[config.mk]
export PLATFORM = sky130hd
export DESIGN_NAME = pattern_broadcaster_flat
export DESIGN_NICKNAME = d
export VERILOG_FILES = /design/src/rtl/pattern_broadcaster_pkg.sv /design/src/rtl/pattern_broadcaster_if.sv /design/src/rtl/bc_shift_lane.sv /design/src/rtl/pattern_broadcaster.sv /design/src/flat_wrapper.sv
export SDC_FILE = /design/constraint.sdc
export NUM_CORES = 1
export LEC_CHECK = 0
export CORE_AREA = 2 2 91 71
export DETAILED_ROUTE_END_ITERATION = 12
export DIE_AREA = 0 0 93 73
export PLACE_DENSITY = 0.79
export SYNTH_ARGS = -nofsm -noshare
export SYNTH_HDL_FRONTEND = slang
export SYNTH_HIERARCHICAL = 1
export SYNTH_SLANG_ARGS = --single-unit
[constraint.sdc]
create_clock -name clk -period 2.9 [get_ports clk]
set_input_delay 0.58 -clock clk [delete_from_list [all_inputs] [get_ports clk]]
set_output_delay 0.58 -clock clk [all_outputs]
set_load 0.01 [all_outputs]
[src/rtl/pattern_broadcaster_pkg.sv]
// Shared types and constants for the DFT pattern broadcaster.
package pattern_broadcaster_pkg;

  typedef enum logic [0:0] {
    IDLE  = 1'b0,
    SHIFT = 1'b1
  } state_e;

  localparam logic MODE_BCAST  = 1'b0;
  localparam logic MODE_SERIAL = 1'b1;

endpackage

[src/rtl/pattern_broadcaster_if.sv]
// Tester-pin side and adder side signals of the pattern broadcaster.
interface pattern_broadcaster_if #(
  parameter int N  = 16,
  parameter int CH = 2
) ();

  logic            mode;
  logic            start;
  logic [CH-1:0]   pin;
  logic            pin_cin;
  logic [CH*N-1:0] vec;
  logic            cin;
  logic            busy;
  logic            valid;

  modport master (
    output mode, start, pin, pin_cin,
    input  vec, cin, busy, valid
  );

  modport slave (
    input  mode, start, pin, pin_cin,
    output vec, cin, busy, valid
  );

endinterface

[src/rtl/bc_shift_lane.sv]
// One channel's shadow register: LSB-first serial input entering at the MSB.
module bc_shift_lane #(
  parameter int N = 16
) (
  input  logic         clk,
  input  logic         rst_n,
  input  logic         shift_en,
  input  logic         bit_in,
  output logic [N-1:0] shadow
);

  logic [N-1:0] shadow_q;
  logic [N-1:0] shadow_d;

  always_comb begin
    shadow_d = shadow_q;
    if (shift_en) begin
      shadow_d = {bit_in, shadow_q[N-1:1]};
    end else begin
      shadow_d = shadow_q;
    end
  end

  always_ff @(posedge clk or negedge rst_n) begin
    if (!rst_n) begin
      shadow_q <= {N{1'b0}};
    end else begin
      shadow_q <= shadow_d;
    end
  end

  assign shadow = shadow_q;

endmodule

[src/rtl/pattern_broadcaster.sv]
// DFT pattern source: per-pin broadcast or atomic serial load of CH operand vectors.
module pattern_broadcaster
  import pattern_broadcaster_pkg::*;
#(
  parameter int N  = 16,
  parameter int CH = 2
) (
  input logic                  clk,
  input logic                  rst_n,
  pattern_broadcaster_if.slave bus
);

  localparam int             CW   = $clog2(N + 1);
  localparam logic [CW-1:0]  LAST = CW'(N - 1);

  state_e          state_q, state_d;
  logic [CW-1:0]   cnt_q, cnt_d;
  logic [CH*N-1:0] vec_q, vec_d;
  logic            cin_q, cin_d;
  logic            busy_q, busy_d;
  logic            valid_q, valid_d;
  logic            shift_en_s;

  logic [N-1:0]    shadow_s [CH];
  logic [CH*N-1:0] shadow_next_s;
  logic [CH*N-1:0] bcast_s;
  logic [CH-1:0]   unused_lsb_s;

  // The completed pattern includes the bit being shifted this cycle, so it is
  // taken from the lane's next value rather than its registered contents.
  for (genvar c = 0; c < CH; c++) begin : g_lane
    bc_shift_lane #(.N(N)) u_lane (
      .clk      (clk),
      .rst_n    (rst_n),
      .shift_en (shift_en_s),
      .bit_in   (bus.pin[c]),
      .shadow   (shadow_s[c])
    );
    assign shadow_next_s[c*N +: N] = {bus.pin[c], shadow_s[c][N-1:1]};
    assign bcast_s[c*N +: N]       = {N{bus.pin[c]}};
    assign unused_lsb_s[c]         = shadow_s[c][0];
  end

  always_comb begin
    state_d    = state_q;
    cnt_d      = cnt_q;
    vec_d      = vec_q;
    cin_d      = cin_q;
    valid_d    = 1'b0;
    shift_en_s = 1'b0;
    case (state_q)
      IDLE: begin
        if (bus.mode == MODE_BCAST) begin
          vec_d   = bcast_s;
          cin_d   = bus.pin_cin;
          valid_d = 1'b1;
        end else if (bus.start) begin
          state_d    = SHIFT;
          cnt_d      = CW'(1);
          shift_en_s = 1'b1;
        end else begin
          state_d = IDLE;
        end
      end
      SHIFT: begin
        shift_en_s = 1'b1;
        cnt_d      = cnt_q + CW'(1);
        if (cnt_q >= LAST) begin
          vec_d   = shadow_next_s;
          cin_d   = bus.pin_cin;
          valid_d = 1'b1;
          state_d = IDLE;
        end else begin
          state_d = SHIFT;
        end
      end
      default: begin
        state_d = IDLE;
      end
    endcase
    busy_d = (state_d == SHIFT);
  end

  always_ff @(posedge clk or negedge rst_n) begin
    if (!rst_n) begin
      state_q <= IDLE;
      cnt_q   <= {CW{1'b0}};
      vec_q   <= {(CH*N){1'b0}};
      cin_q   <= 1'b0;
      busy_q  <= 1'b0;
      valid_q <= 1'b0;
    end else begin
      state_q <= state_d;
      cnt_q   <= cnt_d;
      vec_q   <= vec_d;
      cin_q   <= cin_d;
      busy_q  <= busy_d;
      valid_q <= valid_d;
    end
  end

  assign bus.vec   = vec_q;
  assign bus.cin   = cin_q;
  assign bus.busy  = busy_q;
  assign bus.valid = valid_q;

endmodule

[src/flat_wrapper.sv]
// flat-port wrapper written by rule: the top's interface ports become plain ports
module pattern_broadcaster_flat import pattern_broadcaster_pkg::*;
#(
  parameter int N  = 16,
  parameter int CH = 2
)
  (clk, rst_n, bus_mode, bus_start, bus_pin, bus_pin_cin, bus_vec, bus_cin, bus_busy, bus_valid);
  pattern_broadcaster_if #(.N(N), .CH(CH)) bus_i ();
  input logic clk;
  input logic rst_n;
  input wire logic [$bits(bus_i.mode)-1:0] bus_mode;
  input wire logic [$bits(bus_i.start)-1:0] bus_start;
  input wire logic [$bits(bus_i.pin)-1:0] bus_pin;
  input wire logic [$bits(bus_i.pin_cin)-1:0] bus_pin_cin;
  output wire logic [$bits(bus_i.vec)-1:0] bus_vec;
  output wire logic [$bits(bus_i.cin)-1:0] bus_cin;
  output wire logic [$bits(bus_i.busy)-1:0] bus_busy;
  output wire logic [$bits(bus_i.valid)-1:0] bus_valid;
  assign bus_i.mode = bus_mode;
  assign bus_i.start = bus_start;
  assign bus_i.pin = bus_pin;
  assign bus_i.pin_cin = bus_pin_cin;
  assign bus_vec = bus_i.vec;
  assign bus_cin = bus_i.cin;
  assign bus_busy = bus_i.busy;
  assign bus_valid = bus_i.valid;
  pattern_broadcaster #(.N(N), .CH(CH)) u_core (.clk(clk), .rst_n(rst_n), .bus(bus_i));
endmodule
Word level (Yosys, flattened, before mapping)
Cells that the tools add are included.
{ "word_totals": {"register_bits": 72, "inputBits": 7, "out_inout_bits": 35, "wordCells": 33} }
{ "classes": {"n_addsub": 1, "n_lt_le_gt_ge": 1, "n_eq_ne": 4, "muxes": 17, "bitwise": 1, "reduce_logical": 2} }
{ "op_table": {"columns": ["op", "n"], "rows": [
  ["$mux W32", 2],
  ["$pmux W32 S2", 1],
  ["$mux W5", 2],
  ["$pmux W5 S2", 1],
  ["$ne A2 B2 Y1 const B", 4],
  ["$pmux W1 S2", 4],
  ["$mux W1", 7],
  ["$add A5 B1 Y5 const B", 1],
  ["$ge A5 B4 Y1 const B", 1],
  ["$reduce_and A2 Y1", 2],
  ["$not A1 Y1", 1]
]} }

Logic depth before layout (Yosys ltp)
Gate-level depths: netlist (run 1).
{ "logic_depth": {"word_depth": 3, "depth_mapped": 7, "ltp_nobuf": 6} }

Hierarchy
Netlist (run 1), hierarchy kept.
{ "modules_own_cells": {"columns": ["module", "instances", "cells_per_inst", "area_per_inst_um2", "seq_area_each_um2"], "rows": [
  ["pattern_broadcaster", 1, 166, 1841.8, 1001.0],
  ["bc_shift_lane", 2, 34, 649.4, 400.4]
]} }

Worst setup path before layout (run 1)
OpenSTA, ideal clock, no wires.
{ "synth_timing": {"path_type": "flip-flop to flip-flop", "startpoint": "reg u_core.cnt_q[0]", "endpoint": "reg u_core.cin_q, in the netlist u_core/bus.cin", "setup_time_ns": 0.127, "t_arrival_ns": 1.660, "required_ns": 2.773, "path_slack_ns": 1.113, "path_stages_with_launch": 7, "n_path_buf": 0, "period_less_slack_ns": 1.787, "cell_sequence": "dfrtp_1 -> ha_1 -> and3_1 -> ha_1 -> nor2_1 -> a31oi_4 -> mux2_1"} }
{ "synth_via": {"elab_chain_len": 3} }
{ "synth_rtl": {"columns": ["element", "line", "rtl"], "rows": [
  ["start, declared", "pattern_broadcaster.sv:17", "logic [CW-1:0] cnt_q, cnt_d;"],
  ["start signal, assigned", "pattern_broadcaster.sv:87", "cnt_q <= {CW{1'b0}};"],
  ["start signal, assigned", "pattern_broadcaster.sv:94", "cnt_q <= cnt_d;"],
  ["$ge A5 B4 Y1", "pattern_broadcaster.sv:68", "if (cnt_q >= LAST) begin"],
  ["$ne A2 B2 Y1 (no line)", null, null],
  ["$reduce_and A2 Y1 (no line)", null, null],
  ["end signal, assigned", "pattern_broadcaster.sv:96", "cin_q <= cin_d;"],
  ["end, declared", "pattern_broadcaster.sv:19", "logic cin_q, cin_d;"]
]} }
No other way between the ends.
A chain may end at the register's enable or synchronous reset.

Final worst setup path (run 1)
{ "layout_timing": {"startpoint": "reg u_core.busy_q, in the netlist u_core/bus.busy", "endpoint": "out bus_busy"} }
{ "layout_rtl": {"columns": ["element", "line", "rtl"], "rows": [
  ["start, declared", "pattern_broadcaster.sv:20", "logic busy_q, busy_d;"],
  ["start signal, assigned", "pattern_broadcaster.sv:97", "busy_q <= busy_d;"],
  ["end, declared", "flat_wrapper.sv:17", "output wire logic [$bits(bus_i.busy)-1:0] bus_busy;"]
]} }
No word-level cell between the ends.

==> results.md, run 1 <==
- Worst Skew: 0.004944 ns
- Net Count, Synth: 239
- Slew Limit Fails: 0
- Total GRT Usage: 0.1737
- Worst path buffer plus inverter count: 1
- CP Max Fanout: 10
- Port Buf Inserts: between 40 and 50
- Worst Setup SP: u_core/bus.busy
- Initial antenna violation count: 0
- Area of the core: roughly 6000 um2
- Tightest Pin Transition: 0.9626 ns
- Largest net degree at the start of global routing: 42
- Setup Buffers After CTS: 0
- Clock root buffer: clkbuf_8
- Worst setup SP type: register
- Vias per cell: 4.925
- Top routing layer used: met4
- Max Clock Freq: 474.7 MHz
- Most frequent cells in the layout: dfrtp_1, clkdlybuf4s50_1, inv_1, a21oi_1, mux2i_1
- Synthesis-to-layout area growth: 20.55%
- Cell Area, Synth: between 3000 and 4000 um2
- Hold slack: 0.2672 ns
- Leak: 1.750 nW
- Die ar.: slightly below 7000 um2
- Crit path cell chain: clkdlybuf4s50_1
- Wire length on met2: roughly 2300 um
- End of the worst register-to-register path: u_core/bus.vec[29]
- Detail Route Antenna Nets: 0
- First-pass GRT wire length: around 9000 um
- Worst Path Arrival: 1.53 ns
- Total grt overflow: 0
- # diodes: 0
- Final Hold Fails: 0
- VDD IR-drop max: 0.0007369 V
- Slowest stage delay, CP: 0.62 ns
- Pwr Density: approximately 1300 nW/um2
- CTS HTree Levels: 3
- Row Count: 25
- Layout cells sized above 1: 0.1929
- Fin crit period: 2.107 ns
- Remaining DRCs: 0
- CTS tree: built
- Gates resized, CTS repair: 0
- Fillers: 479
- Sequential Area: approximately 1800 um2
- Synthesis warning total: 6
- First-pass iteration count of the detailed router: 4
- Ports: 42
- GP Congestion: between 0.7 and 0.8
- Setup TNS: 0 ns
- Slowest-stage cell, CP: clkdlybuf4s50_1
- Reg clk slew, reported paths: about 0.07 ns
- Unrepaired setup endpoints after global routing: false
- Synthesized area per cell: 13.34 um2
- Total CTS buffers: 9
- Flop2flop setup slack: 0.82 ns
- HPWL Detailed: 3344 um
- Hold Path Class: input port to async pin
- CP top delay family: buffers and inverters
- Footprint of the multi-input gates: 1059 um2
- Commonest non-fill, non-tap cell in the layout: dfrtp_1
- Mapped Cells: 230
- Number of global-route vias before repair: 1837
- Met3 routed WL: 225 um
- Clock Tree Buf Depth: 2
- Nets: 284
- Endpoint class of the critical path: output port
- Final setup viols: 0
- Outcome: finished, final reports clean
- 1st-iter DRT viols: 102
- Vias: between 1500 and 2000
- Post-route clock period utilization: 0.7264
- WL per Instance: 14.59 um
- Worst skew pair latency: around 0.34 ns
- Hold_buf cts: 0
- Met1 WL: 2648 um
- DRT Wirelength: 5266 um
- Die width: 93 um
- Starting Density: 0.5108
- Clock tree sinks: 70
- Reg2reg path depth: 7
- Reg2reg start: u_core/cnt_q[0]
- Die H: about 73 um
- WS Path Type: register to output port
- Worst EP required: between 2 and 2.5 ns
- Max-cap viol count: 0
- Slew HR: 0.3569
## state kept, by name (all words and copies together) (netlist names)
name,count
u_core/bus.cin,1
u_core/bus.valid,1
u_core/g_lane.u_lane/shadow,30
u_core/bus.busy,1
u_core/cnt_q,5
u_core/bus.vec,32
## report_power, final
| part | switching [mW] | leakage (nW) | internal [mW] |
|---|---|---|---|
| sequential | 0.348 | 0.840 | 1.49 |
| clock | 0.350 | 0.106 | 0.440 |
| combinational | 0.920 | 0.805 | 1.25 |
## how the worst max path moves through the flow
stage	to	slack, ns	cells past startpoint
after CTS	bus_busy	0.77	1
after floorplan	u_core/bus.cin	1.11	6
after global placement	u_core/bus.vec[13]	0.64	4
final	bus_busy	0.79	1
after detailed placement	u_core/bus.vec[13]	0.64	4
after global routing	bus_busy	0.71	1
## through the flow
step	std cells	util	setup slack [ns]	cell area (um2)	total power [mW]
floorplan	230	-	1.113	3068	3.355
global placement	345	0.5825	0.6396	3498	3.968
detailed placement	345	0.5825	0.6438	3498	4.026
CTS	361	0.6158	0.7729	3699	4.855
global route	361	0.6158	0.7138	3699	5.125
finish	361	0.6158	0.7934	3699	4.800
## per-layer routing
| layer | track usage | up-vias |
|---|---|---|
| met5 | 0 | - |
| met4 | 0.06373 | 0 |
| met3 | 0.05579 | 9 |
| met2 | 0.2617 | 38 |
| met1 | 0.2387 | 871 |
| li1 | - | 860 |
## layout make-up
class	instances	share of cell area
Inverter	33	0.03349
Clock inverter	4	0.01218
Timing Repair Buffer	47	0.1252
Clock buffer	12	0.04195
Sequential cell	70	0.4736
Multi-Input combinational cell	114	0.2862
Tap cell	81	0.02740
(Power assumes the default switching activity.)
==> run 2: changes to the inputs <==
--- a/config.mk
+++ b/config.mk
@@ -5,10 +5,10 @@
 export SDC_FILE = /design/constraint.sdc
 export NUM_CORES = 1
 export LEC_CHECK = 0
-export CORE_AREA = 2 2 91 71
+export CORE_AREA = 2 2 92 72
 export DETAILED_ROUTE_END_ITERATION = 12
-export DIE_AREA = 0 0 93 73
-export PLACE_DENSITY = 0.79
+export DIE_AREA = 0 0 94 74
+export PLACE_DENSITY = 0.77
 export SYNTH_ARGS = -nofsm -noshare
 export SYNTH_HDL_FRONTEND = slang
 export SYNTH_HIERARCHICAL = 1
==> constraint.sdc (replaced) <==
create_clock -name clk -period 2.05 [get_ports clk]
set_input_delay 0.41 -clock clk [delete_from_list [all_inputs] [get_ports clk]]
set_output_delay 0.41 -clock clk [all_outputs]
set_load 0.01 [all_outputs]
==> run 2 against run 1 <==
Against the previous run:
- critical path depth grew 6
- final area increased by 2.9%
- clock skew is essentially flat
- first-iteration DRC count is 4.9% higher
- register-to-register slack got worse by 0.72 ns
- worst hold slack better by 0.25 ns
- sequential power up 42%
==> results.md, run 2 (same netlist as run 1, synthesis figures left out) <==
- Outcome: finished, final reports clean
- Synthesis-to-layout area growth: 24.10%
- Setup TNS: 0 ns (unchanged)
- Max Clock Freq: 513.2 MHz
- Die H: 74 um (+1.4%)
- Slew Limit Fails: 0 (unchanged)
- # diodes: 0 (unchanged)
- End of the worst register-to-register path: u_core/bus.vec[23]
- Reg2reg path depth: 7 (unchanged)
- Fin crit period: between 1.5 and 2 ns
- Setup Buffers After CTS: 0 (unchanged)
- Number of global-route vias before repair: 1943 (+5.8%)
- Commonest non-fill, non-tap cell in the layout: dfrtp_1
- Pwr Density: 1870 nW/um2 (+44%)
- VDD IR-drop max: 0.001016 V (+38%)
- Hold Path Class: register to register
- Most frequent cells in the layout: dfrtp_1, clkdlybuf4s50_1, inv_1, a21oi_1, mux2i_1
- Clock root buffer: clkbuf_8
- Leak: 1.804 nW (+3.1%)
- Die width: 94 um (+1.1%)
- Worst skew pair latency: 0.34 ns (about the same)
- GP Congestion: 0.8087 (+8.5%)
- Flop2flop setup slack: 0.10 ns (-0.72 ns)
- Starting Density: 0.5030 (-0.007859)
- Vias per cell: 5.038 (+2.3%)
- Post-route clock period utilization: 0.9504
- Ports: 42 (unchanged)
- CP Capture Point: u_core/bus.vec[23]
- Total GRT Usage: 0.1799 (+0.006251)
- CTS HTree Levels: 3 (unchanged)
- Initial antenna violation count: 0 (unchanged)
- Layout cells sized above 1: 0.2098 (+0.01693)
- Tightest Pin Transition: 0.4348 ns (-0.5279 ns)
- Worst Skew: 0.004674 ns (-0.0002701 ns)
- Worst Path Arrival: 2.17 ns (+0.64 ns)
- Clock tree sinks: 70 (unchanged)
- Die ar.: 6956 um2 (+2.5%)
- Total CTS buffers: 9 (unchanged)
- HPWL Detailed: 3738 um (+12%)
- Total grt overflow: 0 (unchanged)
- Reg2reg start: u_core/cnt_q[0]
- Max-cap viol count: 0 (unchanged)
- Detail Route Antenna Nets: 0 (unchanged)
- Clock Tree Buf Depth: 2 (unchanged)
- Slew HR: 0.7102 (+0.3532)
- Largest register FFs: 32 (unchanged)
- Worst EP required: 2.27 ns (-0.05 ns)
- Hold slack: 0.5206 ns (+0.2534 ns)
- Worst setup SP type: register
- 1st-iter DRT viols: 107 (+4.9%)
- WS Path Type: register to register
- Final setup viols: 0 (unchanged)
- Row Count: 25 (unchanged)
- DRT Wirelength: 5656 um (+7.4%)
- WL per Instance: 15.41 um (+5.7%)
- Vias: 1849 (+4.0%)
- First-pass GRT wire length: 9390 um (+4.7%)
- First-pass iteration count of the detailed router: 4 (unchanged)
- CP Max Fanout: 9 (-1)
- Worst Setup SP: u_core/cnt_q[0]
- Port Buf Inserts: 41 (unchanged)
- Largest net degree at the start of global routing: 39 (-7.1%)
- CTS tree: built
- Remaining DRCs: 0 (unchanged)
- Endpoint class of the critical path: register
- Area of the core: 6100 um2 (+1.6%)
- Unrepaired setup endpoints after global routing: false
- Final Hold Fails: 0 (unchanged)
- Reg clk slew, reported paths: 0.07 ns (about the same)
- Nets: 290 (+2.1%)
[run 2: cell types whose count changed in the layout (fill, tap and decap cells not counted)]
cell and change:
buf_6 +1, bufinv_16 +2, clkbuf_8 -2, clkinv_2 -2, dlygate4sd3_1 +1, buf_4 +3
inv_6 +1, clkinv_4 +2, clkbuf_1 -1, buf_12 +1
[run 2: critical path, cell delays in order (launching register included)]
cell	delay, ns
dfrtp_1	0.42
ha_1	0.24
and3_1	0.19
ha_1	0.19
nor2_1	0.24
a31oi_4	0.18
buf_4	0.24
mux2i_1	0.13
[run 2: timing repair]
action | in CTS | in global routing
resized for setup | 0 | 1
hold buffers | 1 | 0
hold endpoints to repair | 3 | 0
setup endpoints to repair | 0 | 15
[run 2: through the flow]
stage	worst slack [ns]	cells	power [mW]	utilization	cell area, um2
floorplan	0.2629	230	4.746	-	3068
global placement	0.1986	350	5.671	0.5817	3548
detailed placement	0.05344	350	5.812	0.5817	3548
CTS	0.04517	367	7.196	0.6236	3804
global route	0.005775	367	7.577	0.6242	3807
finish	0.1016	367	7.121	0.6242	3807
[run 2: area by class of cell]
class                   instances  area, um2
repair buffers                 53      526.8
inverters                      33      123.9
multi-input cells             114       1059
clock inverters                 7      121.4
clock buffers                   9      123.9
fillers                       489       2292
flip-flops and latches         70       1752
well taps                      81      101.3
[run 2: worst min path at each step]
stage / start / endpoint / slack [ns] / cells past startpoint
floorplan: rst_n / u_core/bus.busy / 0.11 / 0
global placement: rst_n / u_core/bus.vec[9] / 0.36 / 1
detailed placement: rst_n / u_core/bus.vec[14] / 0.37 / 1
CTS: u_core/bus.vec[15] / u_core/bus.vec[15] / 0.52 / 1
global route: u_core/bus.vec[15] / u_core/bus.vec[15] / 0.53 / 1
finish: u_core/bus.vec[15] / u_core/bus.vec[15] / 0.52 / 1
[run 2: per-layer routing]
metal	share of wire	GRT usage	vias to the layer above
met1	0.48	0.2385	930
met5	0	0	-
met4	0.012	0.06119	0
met3	0.035	0.06180	7
met2	0.48	0.2825	39
li1	-	-	873
[run 2: where the power goes]
group	switching (mW)	total [mW]	internal (mW)
clock network	0.529	1.34	0.814
logic	1.33	3.17	1.84
registers	0.503	2.61	2.10
==> run 3: changes to the inputs <==
--- a/config.mk
+++ b/config.mk
@@ -13,3 +13,4 @@
 export SYNTH_HDL_FRONTEND = slang
 export SYNTH_HIERARCHICAL = 1
 export SYNTH_SLANG_ARGS = --single-unit
+export TNS_END_PERCENT = 100
==> results of run 3 <==
Final layout, timing and power as in run 2 (identical DEF).
